<file path="src/rtl/shifter_pkg.sv">
// Shared constants and enums for the 36-bit ALU result shifter.
package shifter_pkg;

    localparam int unsigned Width    = 36;
    localparam int unsigned SliceW   = 4;
    localparam int unsigned Slices   = Width / SliceW;
    localparam int unsigned CntWidth = 6;

    // Encoding 2'b11 is reserved and decodes as LOGICAL.
    typedef enum logic [1:0] {
        LOGICAL = 2'b00,
        ARITH   = 2'b01,
        ROTATE  = 2'b10
    } mode_e;

    typedef enum logic [1:0] {
        StIdle  = 2'b00,
        StShift = 2'b01,
        StDone  = 2'b10
    } state_e;

    typedef enum logic [1:0] {
        SelHold  = 2'b00,
        SelLeft  = 2'b01,
        SelRight = 2'b10,
        SelLoad  = 2'b11
    } sel_e;

endpackage

</file>
<file path="src/rtl/mc10141.sv">
// 4-bit universal shift register slice; bit 0 is the MSB, "left" moves toward bit 0.
module mc10141
    import shifter_pkg::*;
(
    input  logic       clk_i,
    input  logic       rst_i,
    input  sel_e       sel_i,
    input  logic [0:3] d_i,
    input  logic       sin_l_i,
    input  logic       sin_r_i,
    output logic [0:3] q_o
);

    logic [0:3] q_d, q_q;

    // sin_l_i enters bit 0 on a right shift; sin_r_i enters bit 3 on a left shift.
    always_comb begin
        q_d = q_q;
        unique case (sel_i)
            SelHold:  q_d = q_q;
            SelLeft:  q_d = {q_q[1:3], sin_r_i};
            SelRight: q_d = {sin_l_i, q_q[0:2]};
            SelLoad:  q_d = d_i;
        endcase
    end

    always_ff @(posedge clk_i) begin
        if (rst_i) begin
            q_q <= '0;
        end else begin
            q_q <= q_d;
        end
    end

    assign q_o = q_q;

endmodule

</file>
<file path="src/rtl/alu_shifter36.sv">
// Multi-cycle 36-bit shifter: FSM and shift counter driving a chain of nine mc10141 slices.
module alu_shifter36
    import shifter_pkg::*;
(
    input  logic         clk,
    input  logic         rst,
    input  logic [0:35]  f,
    input  logic         load,
    input  logic         start,
    input  logic [0:5]   count,
    input  logic         dir,
    input  logic [0:1]   mode,
    output logic [0:35]  q,
    output logic         busy,
    output logic         done
);

    state_e                state_d, state_q;
    logic [CntWidth-1:0]   cnt_d, cnt_q;
    logic                  dir_d, dir_q;
    logic [1:0]            mode_d, mode_q;
    sel_e                  sel;

    logic [0:Width-1]      q_w;
    logic [0:Slices-1]     sin_l, sin_r;
    logic                  rot, arith, fill_left, fill_right;

    always_comb begin
        state_d = state_q;
        cnt_d   = cnt_q;
        dir_d   = dir_q;
        mode_d  = mode_q;
        sel     = SelHold;
        unique case (state_q)
            StIdle: begin
                if (load) begin
                    sel = SelLoad;
                end
                if (start) begin
                    cnt_d   = count;
                    dir_d   = dir;
                    mode_d  = mode;
                    state_d = StShift;
                end
            end
            StShift: begin
                if (cnt_q != '0) begin
                    sel   = dir_q ? SelRight : SelLeft;
                    cnt_d = cnt_q - 6'd1;
                end else begin
                    state_d = StDone;
                end
            end
            StDone:  state_d = StIdle;
            default: state_d = StIdle;
        endcase
    end

    always_ff @(posedge clk) begin
        if (rst) begin
            state_q <= StIdle;
            cnt_q   <= '0;
            dir_q   <= 1'b0;
            mode_q  <= '0;
        end else begin
            state_q <= state_d;
            cnt_q   <= cnt_d;
            dir_q   <= dir_d;
            mode_q  <= mode_d;
        end
    end

    assign rot        = (mode_q == ROTATE);
    assign arith      = (mode_q == ARITH);
    assign fill_left  = rot ? q_w[0] : 1'b0;
    assign fill_right = rot ? q_w[Width-1] : (arith ? q_w[0] : 1'b0);

    // Slice k holds q[4k..4k+3]; neighbours feed each other's serial inputs.
    for (genvar k = 0; k < Slices; k++) begin : g_slice
        if (k == 0) begin : g_first
            assign sin_l[k] = fill_right;
        end else begin : g_chain_l
            assign sin_l[k] = q_w[4*k-1];
        end
        if (k == Slices - 1) begin : g_last
            assign sin_r[k] = fill_left;
        end else begin : g_chain_r
            assign sin_r[k] = q_w[4*k+4];
        end

        mc10141 u_slice (
            .clk_i   (clk),
            .rst_i   (rst),
            .sel_i   (sel),
            .d_i     (f[4*k +: 4]),
            .sin_l_i (sin_l[k]),
            .sin_r_i (sin_r[k]),
            .q_o     (q_w[4*k +: 4])
        );
    end

    assign q    = q_w;
    assign busy = (state_q == StShift);
    assign done = (state_q == StDone);

endmodule

</file>
<file path="config.mk">
export PLATFORM = sky130hd
export DESIGN_NAME = alu_shifter36
export DESIGN_NICKNAME = d
export VERILOG_FILES = /design/src/rtl/shifter_pkg.sv /design/src/rtl/mc10141.sv /design/src/rtl/alu_shifter36.sv
export SDC_FILE = /design/constraint.sdc
export NUM_CORES = 1
export LEC_CHECK = 0
export ABC_AREA = 1
export ABC_CLOCK_PERIOD_IN_PS = 3300
export BUFFER_PORTS_ARGS = -buffer_cell sky130_fd_sc_hd__buf_4
export CAP_MARGIN = 25
export CORE_AREA = 2 2 77 79
export CTS_CLUSTER_DIAMETER = 200
export DETAILED_ROUTE_END_ITERATION = 8
export DIE_AREA = 0 0 79 81
export PLACE_DENSITY = 0.91
export RECOVER_POWER = 50
export SLEW_MARGIN = 10
export SYNTH_ARGS = -nofsm -noshare
export SYNTH_HDL_FRONTEND = slang
export SYNTH_SLANG_ARGS = --single-unit
</file>
<file path="constraint.sdc">
create_clock -name clk -period 3.3 [get_ports clk]
set_input_delay 0 -clock clk [delete_from_list [all_inputs] [get_ports clk]]
set_output_delay 0 -clock clk [all_outputs]
set_load 0.05 [all_outputs]
</file>
==> metrics.md <==
| Metric | Value |
|---|---|
| Final net count | 563 |
| Vias per cell | 5.14 |
| Chip width | 79 um |
| Setup Fix Bufs, Post-CTS | 0 |
| Sw Ratio | 46.3% |
| Sequential group share of total power | 35.4% |
| LEAKAGE | 1.75 nW |
| Setup Viol. Count Final | 0 |
| Ports | 87 |
| Setup TNS | 0 ns |
| Total gr overflow | 0 |
| CTS tree | done |
| Met3 Resource Use GR | 4.11% |
| Total Wirelength | 7.57 mm |
| Status | finished clean |
| Combinational fraction of design power | 44.3% |
| Top_reg_cell synth | dfxtp_1 |
| # rows | 28 |
| Slowest CP cell | nor2_1 |
| WP buf/inv | 1 |
| Worst reg2reg setup slack | 0.80 ns |
| Worst Hold Path Cells | 5 |
| Commonest cells in the netlist | nand2_1, nor2_1, inv_1 |
| Hold slack | 0.00448 ns |
| CTS Buf Count | 5 |
| RSZ-0062 raised after global routing | false |
| Slowest stage delay, CP | 0.68 ns |
| Syn Area/Cell | 6.76 um^2 |
| Die Y | 81 um |
| Worst min-delay path startpoint | f[28] |
| Synth Register Bits | 47 |
| Critical Path AT | 2.71 ns |
| Root Driver | clkbuf_8 |
| R2R Path End | g_slice[0].u_slice.q_o[1] |
| Synth Area in Simple Gates | 36.2% |
| Compound-Gate Fraction of Synth Area | 9.17% |
| Total global-route track usage | 24.4% |
| CP dominant cell by count | nor2_1 |
| Cells along the critical path | inv_2 > nor2_1 > nand3_4 > nand2_1 > nor2_1 > nor2_1 > nor2_1 |
| Critical Path Start Type | flop |
| Power Density | 631 nW/um^2 |
| Post-Synth XOR/XNOR Area | 0.867% |
| First-pass GRT wire length | 12.6 mm |
| Max-Cap Viols | 0 |
| Hold Path End | g_slice[7].u_slice.q_o[0] |
| Critical path type | reg -> reg |
| Post-CTS Resized | 0 |
| Crit path required time | 3.50 ns |
| TritonRoute pass-1 iters | 4 |
| H-Tree Depth | 2 |
| Synth Cell Area | 3030 um^2 |
| Final Cycle Share | 75.8% |
| Count of flip-flops with a built-in enable after synthesis | 0 |
| CP Max Fanout | 20 |
| Max_slew headroom | 39.0% |
| Vias in the first global route | 2889 |
| Clock skew | 0.00993 ns |
| Area of the core | 5680 um^2 |
| Internal power | 1.21 mW |
| Layout area overhead | 17.5% |
| Layout cell share with drive strength beyond 1 | 17.5% |
| Least-Margin Pin Slew | 0.912 ns |
| Largest net degree at the start of global routing | 57 |
| Initial Util | 53.4% |
| Initial antenna violation count | 0 |
| Sw power | 1.04 mW |
| Yosys warnings | 0 |
| Main combinational cell family by area after synthesis | simple AND/OR/NAND/NOR gates |
| Clock power share | 20.3% |
| Post-synth top area share | 31.0% |
| Endpoint type of the worst setup path | flop |
| Area of the die | 6400 um^2 |
| R2R depth | 7 |
| Register area share after synthesis | 31.0% |
| Met2 usage | 41.8% |
| Cts hold-fix bufs | 9 |
| Vias | 3029 |
| Most common cell in the netlist | nand2_1 |
| Top cells by area, synth | dfxtp_1, nand2_1, nor2_1, inv_1, nand3_2 |
| Mux contribution to synthesized area | 4.95% |
| DR iter-0 viols | 280 |
| Post-synthesis cell type count | 33 |
| Top delay family on crit path | simple AND/OR/NAND/NOR gates |
| Min Clock Period, post-route | 2.50 ns |
| HP Class | in -> reg |
| Critical R2R Launch | state_q[0] |
| Met1 usage | 30.9% |
| Post-synth top area cell | dfxtp_1 |
| Slew Limit Fails | 0 |
| Asr flop ratio synth | 0% |
| Average wire per standard cell | 12.8 um |
| Grt peak-use layer | met2 |
| Cell count after synthesis | 448 |
| HPWL Detailed | 5.35 mm |
| Clock slew at reported path FFs | 0.09 ns |
| Fmax | 400 MHz |
| Final hold violations | 0 |
| GPL Wtd Cong | 0.861 |
| Synth Net Count | 498 |
| VDD IR max | 0.313 mV |
| Post-route ant nets | 0 |
| Clock sink total | 47 |
| Clock Latency Late Sink | 0.31 ns |
| Clock Path Buffers | 2 |
| Antenna diode count | 0 |
| DRC viols | 0 |
| Port-buffer cells | 86 |
| Cell depth of the worst setup path | 7 |
| Post-synthesis adder-cell area fraction | 0.413% |
-- through the flow --
stage          instances  utilization, %  area [um^2]  total power [mW]  setup WS, ns
2_1_floorplan        448               -         3030              1.67          1.84
3_3_place_gp         571            61.5         3490              1.83          1.33
3_5_place_dp         572            61.8         3500              1.87          1.19
4_1_cts              589            65.5         3720              2.33          1.18
5_1_grt              589            62.8         3560              2.39         0.557
6_report             589            62.8         3560              2.25         0.798
-- layout by cell type, fill, tap and decap left out, types with 2 or more instances in the layout --
cell	netlist	final
nand2_1	87	87
nor2_1	68	69
inv_1	60	60
buf_4	16	48
dfxtp_1	47	47
clkbuf_1	4	39
nand3_1	37	37
o21ai_0	24	24
o21ai_1	21	21
nand3_2	20	20
mux2i_1	15	15
dlygate4sd3_1	0	9
clkbuf_8	0	6
a21oi_1	5	5
nand4_1	2	2
inv_2	2	2
nor2_2	2	2
nand3_4	2	2
nand2_4	2	2
nand2_2	2	2
xnor2_1	2	2
a31oi_1	2	2
-- tightest hold or removal path, delay by kind of cell --
family | cells | cell delay, ns
buffers and inverters | 2 | 0.12
AND/OR/NAND/NOR | 2 | 0.10
multiplexers | 1 | 0.05
-- area by class of cell --
class / count / area, um^2
multi-input cells: 299 / 1560
fillers: 518 / 2110
well taps: 75 / 93.8
repair buffers: 97 / 612
clock inverters: 2 / 38.8
inverters: 63 / 239
flip-flops and latches: 47 / 941
clock buffers: 6 / 82.6
-- layer usage --
layer  vias to the layer above  part of all wire (%)
li1                       1521                     -
met1                      1385                    43
met2                       107                    48
met3                        16                   6.5
met4                         0                   2.0
met5                         -                     0
-- power groups by stage --
stage               combinational, mW  clock (mW)  sequential, mW
finish                          0.996       0.457           0.796
global route                     1.10       0.482           0.809
CTS                              1.07       0.459           0.795
detailed placement               1.06           0           0.806
global placement                 1.03           0           0.803
floorplan                       0.736           0           0.937
-- worst max-delay path by stage --
stage                     startpoint                   endpoint  slack, ns
final                     state_q[0]  g_slice[0].u_slice.q_o[1]       0.80
after CTS                   cnt_q[0]  g_slice[0].u_slice.q_o[1]       1.18
after global placement      cnt_q[0]  g_slice[4].u_slice.q_o[2]       1.33
after global routing      state_q[0]  g_slice[4].u_slice.q_o[2]       0.56
after floorplan             cnt_q[0]  g_slice[0].u_slice.q_o[1]       1.84
after detailed placement    cnt_q[0]  g_slice[0].u_slice.q_o[1]       1.19
-- state kept, by name, summed over array words and instances (netlist names) --
signal,cells
cnt_q,6
g_slice.u_slice.q_o,36
state_q,2
dir_q,1
mode_q,2
-- cell families (layout without fill, tap and decap cells) --
logic type / Yosys count / in the layout
AOI/OAI and AO/OA: 54 / 54
xor gates and xnor gates: 3 / 3
adders and majority gates: 1 / 1
buffers and inverters: 102 / 168
DFF: 47 / 47
muxes: 15 / 15
and+or+nand+nor: 226 / 226
Note: power is estimated with default switching activity, not from simulation.
